==> src/rtl/tx_pattern_gen_if.sv <==
// tx_pattern_gen_if: TX word handshake between the pattern source and the FT245 core.
// The master drives the data word and the write strobe. The slave reports readiness.
interface tx_pattern_gen_if #(
    parameter int DATA_WIDTH = 32
) ();
    logic [DATA_WIDTH-1:0] tx_data;
    logic                  tx_write;
    logic                  tx_ready;

    modport master (output tx_data, output tx_write, input tx_ready);
    modport slave  (input tx_data, input tx_write, output tx_ready);
endinterface

==> src/rtl/tx_pattern_gen.sv <==
// tx_pattern_gen: backpressure-aware burst pattern source for the FT245 TX path.
// A rising edge on the synchronised trigger starts a burst of burst_len words.
// The pattern is counter, walking-one, LFSR or constant. The burst stalls while tx_ready is low.
// Optional feature macro: TX_PATTERN_LFSR_EN builds the LFSR pattern for mode 2.
// When the macro is undefined, mode 2 falls back to the counter pattern and no LFSR logic exists.
module tx_pattern_gen #(
    parameter int          DATA_WIDTH = 32,
    parameter int          CNT_WIDTH  = 16,
    parameter logic [31:0] CONST_WORD = 32'hA5A5_5A5A,
    parameter logic [31:0] LFSR_SEED  = 32'h0000_0001
) (
    input  logic                 clk_in,
    input  logic                 rst_in,
    input  logic                 trigger,
    input  logic                 stop,
    input  logic [1:0]           mode,
    input  logic [CNT_WIDTH-1:0] burst_len,
    tx_pattern_gen_if.master     tx,
    output logic                 busy,
    output logic                 done,
    output logic [CNT_WIDTH-1:0] word_cnt
);

    typedef enum logic [1:0] {ST_IDLE, ST_RUN, ST_DONE} state_t;
    typedef enum logic [1:0] {
        PAT_COUNT = 2'd0,
        PAT_WALK  = 2'd1,
        PAT_LFSR  = 2'd2,
        PAT_CONST = 2'd3
    } pattern_t;

    state_t                state_q;
    pattern_t              mode_q;
    pattern_t              mode_eff;
    logic [CNT_WIDTH-1:0]  len_q;
    logic [DATA_WIDTH-1:0] data_q;
    logic [DATA_WIDTH-1:0] data_start;
    logic [DATA_WIDTH-1:0] data_next;
    logic                  sync_1;
    logic                  sync_2;
    logic                  trig_d;
    logic                  start;
    logic                  start_accept;
    logic                  tx_write;
    logic                  is_last;

    // Bring the asynchronous trigger into clk_in and keep a delayed copy for edge detection.
    always_ff @(posedge clk_in or negedge rst_in) begin
        if (!rst_in) begin
            sync_1 <= 1'b0;
            sync_2 <= 1'b0;
            trig_d <= 1'b0;
        end else begin
            // NOTE: non-blocking assignments make every flop sample its pre-edge input;
            // blocking ones would collapse this chain into a single stage.
            sync_1 <= trigger;
            sync_2 <= sync_1;
            trig_d <= sync_2;
        end
    end

    assign start        = sync_2 & ~trig_d;
    assign start_accept = start && (state_q == ST_IDLE);

    // A zero-length burst passes through RUN without ever presenting a word.
    assign tx_write     = (state_q == ST_RUN) && (len_q != '0) && tx.tx_ready;
    assign is_last      = (word_cnt == len_q - CNT_WIDTH'(1));
    assign tx.tx_write  = tx_write;
    assign tx.tx_data   = data_q;

`ifdef TX_PATTERN_LFSR_EN
    assign mode_eff = pattern_t'(mode);

    logic [31:0] lfsr_q;
    logic [31:0] lfsr_next;

    assign lfsr_next = {lfsr_q[30:0], lfsr_q[31] ^ lfsr_q[21] ^ lfsr_q[1] ^ lfsr_q[0]};

    // The LFSR restarts from the seed at each start and steps once per accepted LFSR word.
    always_ff @(posedge clk_in or negedge rst_in) begin
        if (!rst_in) begin
            lfsr_q <= LFSR_SEED;
        end else if (start_accept) begin
            lfsr_q <= LFSR_SEED;
        end else if (tx_write && (mode_q == PAT_LFSR)) begin
            lfsr_q <= lfsr_next;
        end
    end
`else
    // Without the LFSR, mode 2 is treated as the counter pattern when it is latched.
    assign mode_eff = (mode == PAT_LFSR) ? PAT_COUNT : pattern_t'(mode);
`endif

    // Select the first word of a burst from the mode that is sampled at the start edge.
    always_comb begin
        // NOTE: the default assignment first covers every path, so no latch can be inferred.
        data_start = '0;
        case (mode_eff)
            PAT_WALK:  data_start = DATA_WIDTH'(1);
            PAT_CONST: data_start = CONST_WORD[DATA_WIDTH-1:0];
`ifdef TX_PATTERN_LFSR_EN
            PAT_LFSR:  data_start = LFSR_SEED[DATA_WIDTH-1:0];
`endif
            default:   data_start = '0;
        endcase
    end

    // Compute the word that follows the current one for the latched pattern.
    always_comb begin
        data_next = data_q + DATA_WIDTH'(1);
        case (mode_q)
            PAT_WALK:  data_next = {data_q[DATA_WIDTH-2:0], data_q[DATA_WIDTH-1]};
            PAT_CONST: data_next = CONST_WORD[DATA_WIDTH-1:0];
`ifdef TX_PATTERN_LFSR_EN
            PAT_LFSR:  data_next = lfsr_next[DATA_WIDTH-1:0];
`endif
            default:   data_next = data_q + DATA_WIDTH'(1);
        endcase
    end

    // The output word loads at start and advances only on an accepted write.
    always_ff @(posedge clk_in or negedge rst_in) begin
        if (!rst_in) begin
            data_q <= '0;
        end else if (start_accept) begin
            data_q <= data_start;
        end else if (tx_write) begin
            data_q <= data_next;
        end
    end

    // Burst control FSM: it sequences IDLE, RUN and DONE, counts words, and registers busy and done.
    always_ff @(posedge clk_in or negedge rst_in) begin
        if (!rst_in) begin
            state_q  <= ST_IDLE;
            mode_q   <= PAT_COUNT;
            len_q    <= '0;
            word_cnt <= '0;
            busy     <= 1'b0;
            done     <= 1'b0;
        end else begin
            done <= 1'b0;
            if (tx_write) begin
                word_cnt <= word_cnt + CNT_WIDTH'(1);
            end
            case (state_q)
                ST_IDLE: begin
                    if (start) begin
                        state_q  <= ST_RUN;
                        mode_q   <= mode_eff;
                        len_q    <= burst_len;
                        word_cnt <= '0;
                        busy     <= 1'b1;
                    end
                end
                ST_RUN: begin
                    // An abort wins over completion. A write in the same cycle still counts.
                    if (stop) begin
                        state_q <= ST_IDLE;
                        busy    <= 1'b0;
                    end else if ((len_q == '0) || (tx_write && is_last)) begin
                        state_q <= ST_DONE;
                        done    <= 1'b1;
                    end
                end
                ST_DONE: begin
                    state_q <= ST_IDLE;
                    busy    <= 1'b0;
                end
                default: begin
                    state_q <= ST_IDLE;
                    busy    <= 1'b0;
                end
            endcase
        end
    end

endmodule

==> src/flat_wrapper.sv <==
// flat-port wrapper written by rule: the top's interface ports become plain ports
module tx_pattern_gen_flat 
#(
    parameter int          DATA_WIDTH = 32,
    parameter int          CNT_WIDTH  = 16,
    parameter logic [31:0] CONST_WORD = 32'hA5A5_5A5A,
    parameter logic [31:0] LFSR_SEED  = 32'h0000_0001
)
  (clk_in, rst_in, trigger, stop, mode, burst_len, busy, done, word_cnt, tx_tx_data, tx_tx_write, tx_tx_ready);
  tx_pattern_gen_if #(.DATA_WIDTH(DATA_WIDTH)) tx_i ();
  input  logic clk_in;
  input  logic rst_in;
  input  logic trigger;
  input  logic stop;
  input  logic [1:0] mode;
  input  logic [CNT_WIDTH-1:0] burst_len;
  output logic busy;
  output logic done;
  output logic [CNT_WIDTH-1:0] word_cnt;
  output wire logic [$bits(tx_i.tx_data)-1:0] tx_tx_data;
  output wire logic [$bits(tx_i.tx_write)-1:0] tx_tx_write;
  input wire logic [$bits(tx_i.tx_ready)-1:0] tx_tx_ready;
  assign tx_tx_data = tx_i.tx_data;
  assign tx_tx_write = tx_i.tx_write;
  assign tx_i.tx_ready = tx_tx_ready;
  tx_pattern_gen #(.DATA_WIDTH(DATA_WIDTH), .CNT_WIDTH(CNT_WIDTH), .CONST_WORD(CONST_WORD), .LFSR_SEED(LFSR_SEED)) u_core (.clk_in(clk_in), .rst_in(rst_in), .trigger(trigger), .stop(stop), .mode(mode), .burst_len(burst_len), .tx(tx_i), .busy(busy), .done(done), .word_cnt(word_cnt));
endmodule
==> config.mk <==
export PLATFORM = sky130hd
export DESIGN_NAME = tx_pattern_gen_flat
export DESIGN_NICKNAME = d
export VERILOG_FILES = /design/src/rtl/tx_pattern_gen_if.sv /design/src/rtl/tx_pattern_gen.sv /design/src/flat_wrapper.sv
export SDC_FILE = /design/constraint.sdc
export NUM_CORES = 1
export LEC_CHECK = 0
export ABC_AREA = 1
export CAP_MARGIN = 10
export CORE_ASPECT_RATIO = 0.8
export CORE_UTILIZATION = 60
export DETAILED_ROUTE_END_ITERATION = 10
export GPL_TIMING_DRIVEN = 0
export PLACE_DENSITY = 0.87
export SYNTH_ARGS = -nofsm -noshare
export SYNTH_HDL_FRONTEND = slang
export SYNTH_SLANG_ARGS = --single-unit
==> constraint.sdc <==
create_clock -name clk_in -period 5.4 [get_ports clk_in]
set_input_delay 1.08 -clock clk_in [delete_from_list [all_inputs] [get_ports clk_in]]
set_output_delay 1.08 -clock clk_in [all_outputs]
set_load 0.005 [all_outputs]
* After elaboration in Yosys (flattened, before gate mapping)
Cells that the tools add are included.
** Storage, ports and cells
- Bits of input ports :: 23
- Register bits after elaboration :: 73
- Word-level logic and storage cells :: 55
** Operators by class
- Mux-type cells :: 18
- Equality and inequality tests :: 10
- Reduce and logical (&&, ||, !) cells :: 12
- Bitwise gates (word level) :: 2
- Add/subtract/negate cells :: 3
** Operator list (number)
- one-hot mux 32 bit (2 select lines) :: 2
- 2-to-1 mux 32 bit :: 2
- 2-to-1 mux 16 bit :: 3
- adder 32 x 1 -> 32 bit, second input constant :: 1
- adder 16 x 1 -> 16 bit, second input constant :: 1
- == test 16 bit :: 1
- logical NOT 16 bit :: 1
- nonzero test 16 bit :: 1
- subtractor 16 x 1 -> 16 bit, second input constant :: 1
- 2-to-1 mux 2 bit :: 4
- == test 2 x 1 -> 1 bit, second input constant :: 3
- == test 2 bit, second input constant :: 3
- AND reduction 2 bit :: 3
- 2-to-1 mux 1 bit :: 5
- logical AND 1 bit :: 4
- one-hot mux 2 bit (2 select lines) :: 1
- != test 3 bit, second input constant :: 1
- logical NOT 2 bit :: 1
- != test 2 x 1 -> 1 bit, second input constant :: 1
- != test 2 bit, second input constant :: 1
- one-hot mux 1 bit (2 select lines) :: 1
- nonzero test 2 bit :: 1
- bitwise AND 1 bit :: 1
- logical OR 1 bit :: 1
- inverter 1 bit :: 1

* Logic depth before layout (Yosys ltp)
Gate-level depths: netlist of the first run.
- Depth after elaboration :: 8
- Gate-level depth with buffers :: 14
- Gate-level depth less buffers :: 14

* Worst setup path before layout of the first run
OpenSTA, ideal clock, no wires.
- Path kind :: input to output
- From :: input port tx_tx_ready
- To :: output port tx_tx_write
- Buffers on the path :: 2
- Data arrival time :: 1.804 ns
- Required time :: 4.320 ns
- Slack :: 2.516 ns
- Stages :: 5
- Cells stage by stage :: nor3b_2 -> nand2_4 -> inv_4 -> buf_4 -> buf_4
** On the way
- Cells in the longest elaborated chain, start to end :: 1
** RTL lines
- from (decl) :: RTL line flat_wrapper.sv:22 : input wire logic [$bits(tx_i.tx_ready)-1:0] tx_tx_ready;
- logical AND 1 bit :: RTL line tx_pattern_gen.sv:66 : assign tx_write = (state_q == ST_RUN) && (len_q != '0) && tx.tx_ready;
- to (decl) :: RTL line flat_wrapper.sv:21 : output wire logic [$bits(tx_i.tx_write)-1:0] tx_tx_write;
No other way between the ends.

* Final worst setup path of the first run
Same ends and word-level chain as after synthesis.

==> results.ini, run 1 <==
[layout]
register_area_sq_mm = 0.00183
layout_common_cells = nand2_1 (172), inv_1 (80), dfrtp_1 (73)
diodes = 0
fill_cells = 603
multi_input_area_sq_mm = 0.00276
postLayoutCellArea_sq_mm = 0.00611
syn_to_final_growth_pct = 21.8
final_common_cell = nand2_1
drive_gt1_frac = 0.0982
nets = 806
final_util = 0.762

[synthesis]
synth_cells = 694
synth_ff_type = dfrtp_1
synth.area.top_cells = dfrtp_1 (36%), nand2_1 (13%), inv_1 (6.0%), nor2_1 (5.1%), nand3_1 (5.0%)
ys.warnings.count = 0
yosys.area.top_type_share = 0.364
syn_nets = 721
synth_edf_count = 0
avgSynthCellArea_sq_um = 7.23
yosysSeqAreaShare = 0.364
synth-seq-cells = 73
yosys.area.top_type = dfrtp_1
syn-cell-area_sq_mm = 0.00502
synth_cell_type_count = 48
ys_async_sr_fraction = 1.00

[sta]
final_max_slew_viol_count = 0
tns_ns = 0
grt_setup_unrepaired = no
fin_crit_sh = 0.770
hold_viol_final = 0
worst_pin_slew_ns = 0.662
min_period_ns = 4.16
max_slew_margin = 0.559
max_freq_ghz = 0.241
finalSetupViolCount = 0
clock-skew-final_ns = 0.00773
finalWorstSetupSlack_ns = 1.24

[floorplan]
rows = 29
die-area_sq_mm = 0.00874
core_area_sq_mm = 0.00802
io_pins = 74
initial_core_util = 0.626
die_w_um = 104
die_y_um = 83.8

[routing]
vias = 5427
firstDrtPassIters = 6
drtIter0Drc = 714
drt_wl_total_um = 16600
ant_nets = 0
wl_per_cell_um = 18.6
drcViolationCount = 0
viasPerCell = 6.08

[clock_tree]
cts_tree = yes
cts_made_buffers = 9
cts.htree.levels = 3
postCtsSetupRepairBufs = 0
cts_buffer_depth = 2
cts.clk_slew.worst_paths_ns = 0.08
clkLatencyLatePin_ns = 0.36
hold_buffers = 0
root_buffer = clkbuf_8
cts-resized-gates = 0
clock_sinks = 73

[setup_path]
crit_arrival_ns = 3.08
required_ns = 4.32
start_kind = input port
crit_type = input port to primary output
critPathCaptureType = primary output
critPathMaxFanout = 10

[grt]
grt_max_degree = 46
grt_pass1_vias = 5003
track_usage = 0.386
grt_overflow = 0
grt_antenna_before_repair = 0
grt_pass1_wl_um = 25900

[power]
p_leak_nw = 2.70
power.density_mw_per_mm2 = 562
finalPower_mw = 3.43
ir_worst_vdd_mv = 0.411

[placement]
place_congestion = 1.06
portBuffers = 73
placed_cell_area_sq_mm = 0.00591
post-place-ws_ns = 1.27
post-dp-hpwl_um = 12400

[hold_path]
min_path_type = flop to flop

[outcome]
status = complete, no violations

[run]
cap_violations = 0

[cell type report]
class,instances,share of cell area
Clock inverter,7,0.0127
Tap cell,108,0.0221
Buffer,20,0.0176
Clock buffer,9,0.0203
Inverter,85,0.0526
Timing Repair Buffer,74,0.124
Multi-Input combinational cell,516,0.452
Sequential cell,73,0.299
[power breakdown]
part / internal [mW] / total, mW / switching, mW
Clock: 0.218 / 0.455 / 0.237
Combinational: 0.775 / 1.95 / 1.17
Sequential: 0.746 / 1.03 / 0.284
[registers in the layout, indices dropped and copies added, names as in the netlist]
name,flops
u_core.busy,1
u_core.done,1
u_core.len_q,16
u_core.mode_q,2
u_core.state_q,2
u_core.sync_1,1
u_core.sync_2,1
u_core.trig_d,1
u_core.tx.tx_data,32
u_core.word_cnt,16
[Yosys cell counts, drive strengths merged, types with 2 or more instances]
library cell and count:
dfrtp 73, nand3b 4, o21ai 51, nor2 81, o22ai 8, a21oi 23
nand3 51, xor2 18, clkbuf 5, a22oi 14, inv 85, o221ai 6
a32oi 3, ha 4, nand4 11, nand2 179, nor4 5, xnor2 14
nor3 21, buf 15, o211ai 6, a31oi 2, a22o 3, o21bai 3
or2 4
[cell families after synthesis]
| kind of cell | Yosys count | synth area share |
|---|---|---|
| and+or+nand+nor | 357 | 0.324 |
| AOI/OAI and AO/OA | 123 | 0.161 |
| buffers and inverters | 105 | 0.0855 |
| DFF | 73 | 0.364 |
| xor gates and xnor gates | 32 | 0.0558 |
| adders and majority gates | 4 | 0.00997 |
[worst max-delay path: stages]
cell	delay (ns)
clkdlybuf4s50_1	0.45
nor3b_2	0.32
nand2_4	0.13
inv_4	0.11
buf_4	0.21
buf_4	0.25
clkdlybuf4s50_1	0.53
[per-layer routing]
layer / wire length (um) / vias to the layer above / global-route usage
met5: 0 / - / 0
met4: 293 / 0 / 0.108
met3: 2310 / 42 / 0.105
met2: 6910 / 385 / 0.542
met1: 7110 / 2527 / 0.579
li1: - / 2473 / -
[path summary, 6_finish.rpt]
kind                                  startpoint                    end  slack, ns  depth (start not counted)
setup / recovery                     tx_tx_ready            tx_tx_write       1.24                          7
hold / removal                     u_core.sync_2          u_core.trig_d       0.38                          0
setup reg to reg           u_core.tx.tx_data[12]  u_core.tx.tx_data[29]       3.18                          8
hold reg to reg                    u_core.sync_2          u_core.trig_d       0.38                          0
max in group asynchronous                 rst_in       u_core.len_q[13]       4.17                          2
min in group asynchronous                 rst_in  u_core.tx.tx_data[30]       0.65                          1
[through the flow]
stage	hold slack, ns	instances
after floorplan	0.331	694
after global placement	0.359	875
final	0.384	892
after detailed placement	0.365	876
after global routing	0.410	892
after CTS	0.383	892
Power figures use the tool's default switching activity.
==> run 2: changes to the inputs <==
--- a/config.mk
+++ b/config.mk
@@ -8,10 +8,10 @@
 export ABC_AREA = 1
 export CAP_MARGIN = 10
 export CORE_ASPECT_RATIO = 0.8
-export CORE_UTILIZATION = 60
+export CORE_UTILIZATION = 50
 export DETAILED_ROUTE_END_ITERATION = 10
 export GPL_TIMING_DRIVEN = 0
-export PLACE_DENSITY = 0.87
+export PLACE_DENSITY = 0.77
 export SYNTH_ARGS = -nofsm -noshare
 export SYNTH_HDL_FRONTEND = slang
 export SYNTH_SLANG_ARGS = --single-unit
==> constraint.sdc (replaced) <==
create_clock -name clk_in -period 3.3 [get_ports clk_in]
set_input_delay 0.66 -clock clk_in [delete_from_list [all_inputs] [get_ports clk_in]]
set_output_delay 0.66 -clock clk_in [all_outputs]
set_load 0.005 [all_outputs]
==> results.ini, run 2 (same netlist as run 1, synthesis figures left out) <==
[grt]
grt_antenna_before_repair = 0  ; unchanged
grt_pass1_wl_um = 26300  ; was 25900 um
track_usage = 0.333  ; was 0.386
grt_max_degree = 39  ; was 46
grt_overflow = 0  ; unchanged
grt_pass1_vias = 4950  ; was 5003

[sta]
clock-skew-final_ns = 0.00589  ; was 0.00773 ns
grt_setup_unrepaired = no  ; unchanged
min_period_ns = 3.15
final_max_slew_viol_count = 0  ; unchanged
whs_ns = 0.262  ; was 0.384 ns
finalSetupViolCount = 0  ; unchanged
finalWorstSetupSlack_ns = 0.147  ; was 1.24 ns
worst_pin_slew_ns = 0.642  ; was 0.662 ns
max_slew_margin = 0.572  ; was 0.559
max_freq_ghz = 0.317
hold_viol_final = 0  ; unchanged
tns_ns = 0  ; unchanged
fin_crit_sh = 0.955

[clock_tree]
cts.htree.levels = 3  ; unchanged
cts-resized-gates = 1  ; was 0
cts.clk_slew.worst_paths_ns = 0.06  ; was 0.08 ns
cts_buffer_depth = 2  ; unchanged
cts_made_buffers = 9  ; unchanged
hold_buffers = 0  ; unchanged
root_buffer = clkbuf_16  ; was clkbuf_8
clkLatencyLatePin_ns = 0.35  ; was 0.36 ns
cts_tree = yes  ; unchanged
clock_sinks = 73  ; unchanged
postCtsSetupRepairBufs = 0  ; unchanged

[setup_path]
rr_startpoint = u_core.len_q[0]  ; was u_core.tx.tx_data[12]
r2r-end = u_core.state_q[0]  ; was u_core.tx.tx_data[29]
crit_arrival_ns = 2.49  ; was 3.08 ns
startpoint = tx_tx_ready  ; unchanged
rrSetupSlack_ns = 1.07  ; was 3.18 ns
critPathCapture = tx_tx_write  ; unchanged
critPathMaxFanout = 19  ; was 10
r2r_cells = 13  ; was 8
required_ns = 2.64  ; was 4.32 ns
critPathCaptureType = primary output  ; unchanged
start_kind = input port  ; unchanged
crit_type = input port to primary output  ; unchanged

[routing]
firstDrtPassIters = 7  ; was 6
ant_nets = 0  ; unchanged
drcViolationCount = 0  ; unchanged
drtIter0Drc = 522  ; was 714
drt_wl_total_um = 16400  ; was 16600 um
vias = 5185  ; was 5427
viasPerCell = 5.64  ; was 6.08
wl_per_cell_um = 17.8  ; was 18.6 um

[placement]
dp_cells = 904  ; was 876
portBuffers = 73  ; unchanged
placed_cell_area_sq_mm = 0.00594  ; was 0.00591 sq mm
post-dp-hpwl_um = 12700  ; was 12400 um
place_congestion = 1.00  ; was 1.06
post-place-ws_ns = -0.00394  ; was 1.27 ns

[layout]
layout_common_cells = nand2_1 (172), inv_1 (80), dfrtp_1 (73)  ; unchanged
final_util = 0.643  ; was 0.762
diodes = 0  ; unchanged
nets = 805  ; was 806
largest_register_ffs = 32  ; unchanged
stdcell_count = 919  ; was 892
postLayoutCellArea_sq_mm = 0.00623  ; was 0.00611 sq mm
drive_gt1_frac = 0.0971  ; was 0.0982
final_common_cell = nand2_1  ; unchanged
syn_to_final_growth_pct = 24.2  ; was 21.8%

[floorplan]
die_y_um = 91.6  ; was 83.8 um
io_pins = 74  ; unchanged
rows = 32  ; was 29
core_area_sq_mm = 0.00969  ; was 0.00802 sq mm
initial_core_util = 0.518  ; was 0.626
die-area_sq_mm = 0.0104  ; was 0.00874 sq mm
die_w_um = 114  ; was 104 um

[power]
switching_share = 0.471  ; was 0.493
ir_worst_vdd_mv = 0.651  ; was 0.411 mV
seqPwrFrac = 0.290  ; was 0.300
clockPowerShare = 0.172  ; was 0.132
p_int_mw = 3.07  ; was 1.74 mW
pwr-share-comb = 0.538  ; was 0.567
p_leak_nw = 2.74  ; was 2.70 nW
finalPower_mw = 5.81  ; was 3.43 mW
power.density_mw_per_mm2 = 932  ; was 562 mW/mm^2
switchingPower_mw = 2.73  ; was 1.69 mW

[hold_path]
min_path_type = input port to asynchronous set/reset pin  ; was flop to flop

[run]
cap_violations = 0  ; unchanged

[outcome]
status = complete, no violations  ; unchanged

## run 2: cell types whose count changed in the layout (fill, tap and decap cells not counted), sizes merged
cell      before  now
clkinvlp       1    0
inv           87   85
buf           17   16
clkinv         3    6
## run 2: worst min-delay path by stage
stage / start / to
floorplan: u_core.sync_1 / u_core.sync_2
global placement: u_core.sync_2 / u_core.trig_d
detailed placement: u_core.sync_2 / u_core.trig_d
CTS: rst_in / u_core.len_q[12]
global route: rst_in / u_core.len_q[12]
finish: rst_in / u_core.len_q[12]
## run 2: layout make-up
cell class,instances,area [sq um]
tap,136,170
clock inverter,7,71.3
clock buffer,9,225
inverter,85,322
sequential,73,1830
multi-input combinational,516,2770
buffer,19,100
timing repair buffer,74,748
fill,914,3460
## run 2: critical path, stage by stage
cell,delay (ns)
clkdlybuf4s50_1,0.47
nor3b_4,0.28
nand2_4,0.12
inv_4,0.10
buf_4,0.29
clkdlybuf4s50_1,0.56
## run 2: power groups by stage
stage | clock, mW | sequential (mW) | combinational, mW
after floorplan | 0 | 1.58 | 2.00
after global placement | 0 | 1.69 | 2.99
after detailed placement | 0 | 1.69 | 3.06
after CTS | 1.01 | 1.68 | 3.09
after global routing | 1.04 | 1.73 | 3.47
final | 0.996 | 1.69 | 3.12
## run 2: layer usage
layer  wire [um]  part of all wire  GRT usage
met1        8240              0.50      0.533
met2        6690              0.41      0.449
met3        1230             0.075     0.0628
met4         199             0.012     0.0844
met5           0                 0          0
==> run 3: changes to the inputs <==
--- a/config.mk
+++ b/config.mk
@@ -7,7 +7,6 @@
 export LEC_CHECK = 0
 export ABC_AREA = 1
 export CAP_MARGIN = 10
-export CORE_ASPECT_RATIO = 0.8
 export CORE_UTILIZATION = 50
 export DETAILED_ROUTE_END_ITERATION = 10
 export GPL_TIMING_DRIVEN = 0
==> results.ini, run 3 (same netlist as run 1, synthesis figures left out) <==
[outcome]
status = complete, no violations  ; unchanged

[floorplan]
die_y_um = 102  ; was 91.6 um
die_w_um = 102  ; was 114 um
initial_core_util = 0.516  ; was 0.518
io_pins = 74  ; unchanged
core_area_sq_mm = 0.00973  ; was 0.00969 sq mm
rows = 36  ; was 32
die-area_sq_mm = 0.0104  ; about the same

[layout]
largest_register_ffs = 32  ; unchanged
layout_common_cells = nand2_1 (172), inv_1 (80), dfrtp_1 (73)  ; unchanged
nets = 806  ; was 805
syn_to_final_growth_pct = 22.6  ; was 24.2%
drive_gt1_frac = 0.0982  ; was 0.0971
final_common_cell = nand2_1  ; unchanged
fill_cells = 906  ; was 914
diodes = 0  ; unchanged

[clock_tree]
root_buffer = clkbuf_8  ; was clkbuf_16
hold_buffers = 0  ; unchanged
cts_tree = yes  ; unchanged
cts.htree.levels = 3  ; unchanged
cts_made_buffers = 9  ; unchanged
cts_buffer_depth = 2  ; unchanged
clkLatencyLatePin_ns = 0.36  ; was 0.35 ns
clock_sinks = 73  ; unchanged
cts.clk_slew.worst_paths_ns = 0.09  ; was 0.06 ns

[sta]
fin_crit_sh = 0.964  ; was 0.955
finalSetupViolCount = 0  ; unchanged
min_period_ns = 3.18  ; was 3.15 ns
max_slew_margin = 0.544  ; was 0.572
tns_ns = 0  ; unchanged
final_max_slew_viol_count = 0  ; unchanged
max_freq_ghz = 0.314  ; was 0.317 GHz
hold_viol_final = 0  ; unchanged
grt_setup_unrepaired = no  ; unchanged
clock-skew-final_ns = 0.0110  ; was 0.00589 ns
whs_ns = 0.247  ; was 0.262 ns
worst_pin_slew_ns = 0.685  ; was 0.642 ns

[grt]
grt_antenna_before_repair = 0  ; unchanged
grt_max_degree = 39  ; unchanged
grt_overflow = 0  ; unchanged
track_usage = 0.334  ; was 0.333
grt_pass1_vias = 4826  ; was 4950
grt_pass1_wl_um = 25800  ; was 26300 um

[setup_path]
required_ns = 2.64  ; about the same
crit_arrival_ns = 2.52  ; was 2.49 ns
start_kind = input port  ; unchanged
critPathMaxFanout = 19  ; unchanged
critPathCaptureType = primary output  ; unchanged
crit_type = input port to primary output  ; unchanged

[routing]
vias = 5283  ; was 5185
drt_wl_total_um = 16600  ; was 16400 um
viasPerCell = 5.76  ; was 5.64
firstDrtPassIters = 5  ; was 7
wl_per_cell_um = 18.1  ; was 17.8 um
ant_nets = 0  ; unchanged
drtIter0Drc = 521  ; was 522
drcViolationCount = 0  ; unchanged

[hold_path]
min_path_type = input port to asynchronous set/reset pin  ; unchanged

[power]
p_leak_nw = 2.71  ; was 2.74 nW
ir_worst_vdd_mv = 0.572  ; was 0.651 mV
power.density_mw_per_mm2 = 915  ; was 932 mW/mm^2

[run]
cap_violations = 0  ; unchanged

[placement]
place_congestion = 0.983  ; was 1.00
post-dp-hpwl_um = 12700  ; about the same
portBuffers = 73  ; unchanged

==> run 3: power breakdown <==
part | internal [mW] | switching, mW | total [mW] | leakage, nW
clock | 0.396 | 0.373 | 0.770 | 0.110
sequential | 1.22 | 0.474 | 1.70 | 0.923
combinational | 1.27 | 1.89 | 3.16 | 1.67
total | 2.89 | 2.74 | 5.63 | 2.71
==> run 3: repair_timing <==
action / CTS / global route
resized for setup: 1 / 0
buffers inserted: 1 / 0
endpoints found under the setup margin: 1 / 0
==> run 3: through the flow <==
stage | setup slack (ns) | util | cell area [sq um] | power, mW | instances
floorplan | 1.24 | - | 5020 | 3.58 | 694
global placement | -1.06 | 0.608 | 5920 | 4.73 | 900
detailed placement | -0.0882 | 0.610 | 5930 | 4.79 | 901
CTS | 0.134 | 0.632 | 6150 | 5.57 | 917
global route | 0.0551 | 0.632 | 6150 | 6.02 | 917
finish | 0.118 | 0.632 | 6150 | 5.63 | 917
==> run 3: cell type report <==
| class | count | area [sq um] | area share |
|---|---|---|---|
| Inverter | 85 | 322 | 0.0523 |
| Clock buffer | 11 | 151 | 0.0246 |
| Buffer | 19 | 100 | 0.0163 |
| Timing Repair Buffer | 75 | 756 | 0.123 |
| Tap cell | 133 | 166 | 0.0270 |
| Clock inverter | 5 | 61.3 | 0.00997 |
| Multi-Input combinational cell | 516 | 2770 | 0.450 |
| Sequential cell | 73 | 1830 | 0.297 |
==> run 3: final timing paths <==
| check | end | from | slack (ns) | depth (start not counted) |
|---|---|---|---|---|
| max in group asynchronous | u_core.len_q[14] | rst_in | 2.45 | 2 |
| setup reg to reg | u_core.state_q[0] | u_core.len_q[0] | 0.88 | 13 |
| hold / removal | u_core.tx.tx_data[23] | rst_in | 0.25 | 1 |
| setup / recovery | tx_tx_write | tx_tx_ready | 0.12 | 6 |
| min in group clk_in | u_core.sync_2 | u_core.sync_1 | 0.37 | 0 |
| hold reg to reg | u_core.sync_2 | u_core.sync_1 | 0.37 | 0 |
==> run 3: routing by layer <==
metal  vias up  global-route usage  wire (um)
met1      2496               0.495       7350
met5         -                   0          0
li1       2470                   -          -
met3        26              0.0903       1960
met4         0               0.102        236
met2       291               0.472       7040
==> run 3: worst max-delay path: stages <==
cell,delay (ns)
clkdlybuf4s50_1,0.46
nor3b_4,0.33
nand2_4,0.13
inv_4,0.10
buf_4,0.28
clkdlybuf4s50_1,0.55
==> RTL edit, RTL diff (config.mk and constraints of run 1) <==
Add a define of `TX_PATTERN_LFSR_EN`.
--- a/src/rtl/tx_pattern_gen.sv
+++ b/src/rtl/tx_pattern_gen.sv
@@ -5,2 +5,4 @@
 // When the macro is undefined, mode 2 falls back to the counter pattern and no LFSR logic exists.
+`define TX_PATTERN_LFSR_EN
+
 module tx_pattern_gen #(
Function: changed (Yosys sat finds a counterexample within 4 cycles, from zero or initial values and one cycle with rst_in low).
==> RTL edit against run 1 <==
Utilization decreased by 1.5 points. Area after synthesis increased by 30%. Routed wire length increased by 19%. Sequential cell count increased by 32. Global-route usage decreased by 1.4 points. Register-to-register slack got worse by 0.06 ns. Final area increased by 27%. Worst setup slack got worse by 0.033 ns. Sequential power increased by 25%. Fmax decreased by 0.78%. Clock power increased by 61%. Power increased by 24%.
==> RTL edit: results (changes against run 1) <==
In this run the critical register-to-register path is launched from u_core.len_q[0]. The fraction of area in multi-input gates came to 41.8% (-3.4 points). The number of optimization iterations in the first detailed-route pass came out at 9 (+3). The clock root buffer is sky130_fd_sc_hd__clkbuf_16. The detailed-route wire length per cell is 17.9 µm (-4.2%).

The sequential group share of total power came to 30.3% (+0.3 points). The area growth from synthesis to layout came out at 19.4%. The part of the power in combinational logic came out at 52.4% (-4.3 points). The area occupied by registers came out at 2630 µm² (+44%). The commonest cells after synthesis are sky130_fd_sc_hd__nand2_1, sky130_fd_sc_hd__inv_1, sky130_fd_sc_hd__dfrtp_1, sky130_fd_sc_hd__nor2_1, sky130_fd_sc_hd__o21ai_0.

The overall fraction of global-route tracks in use came out at 37.2% (-1.4 points). The DRC marker count from the first detailed-route iteration came out at 773 (+8.3%). The static leakage came out at 3.45 nW (+28%). The total via count after detailed routing is 6593 (+21%).

The worst setup timing slack at the placement stage came out at 1.27 ns (-0.00353 ns). The worst slew slack as a fraction of its limit was 52.0% (-3.9 points). The post-synth net total is 905 (+26%). The count of multi-input combinational gates is 617 (+20%). The run finished with clean final reports. The instance count after placement with tap cells included came out at 1091 (+25%). For hold timing, the worst endpoint is u_core.sync_2.

The global-route wire length before repair came to 31700 µm (+23%). The filler cell count is 865 (+43%). The setup slack on the worst flop-to-flop path came to 3.12 ns (-0.06 ns). The final estimated routing congestion in global placement is 0.968 (-8.4%). The via count of the first global-routing pass came out at 5998 (+20%).

The share of cells above drive strength 1 came out at 7.96% (-1.9 points). The non-clock buffer share of cell area is 11.8% (-2.3 points).
-- RTL edit: cell types whose count changed after synthesis, sizes merged, moves of 6 or more --
cell	before	now
nand2	179	221
inv	85	125
dfrtp	73	104
o22ai	8	38
nor2	81	104
a221oi	1	15
nand3	51	39
nor3	21	27
-- RTL edit: cell families after synthesis --
logic type | share of synthesized area [%]
simple gates | 28.0
compound gates | 16.6
buf+inv | 9.77
flops | 40.4
xor+xnor | 4.17
fa+ha+maj | 0.961
mux | 0.154
-- RTL edit: critical path, cell delays in order --
cell	delay (ns)
sky130_fd_sc_hd__clkdlybuf4s50_1	0.46
sky130_fd_sc_hd__nor3b_1	0.35
sky130_fd_sc_hd__nand2_4	0.16
sky130_fd_sc_hd__inv_6	0.16
sky130_fd_sc_hd__buf_2	0.33
sky130_fd_sc_hd__clkdlybuf4s50_1	0.56
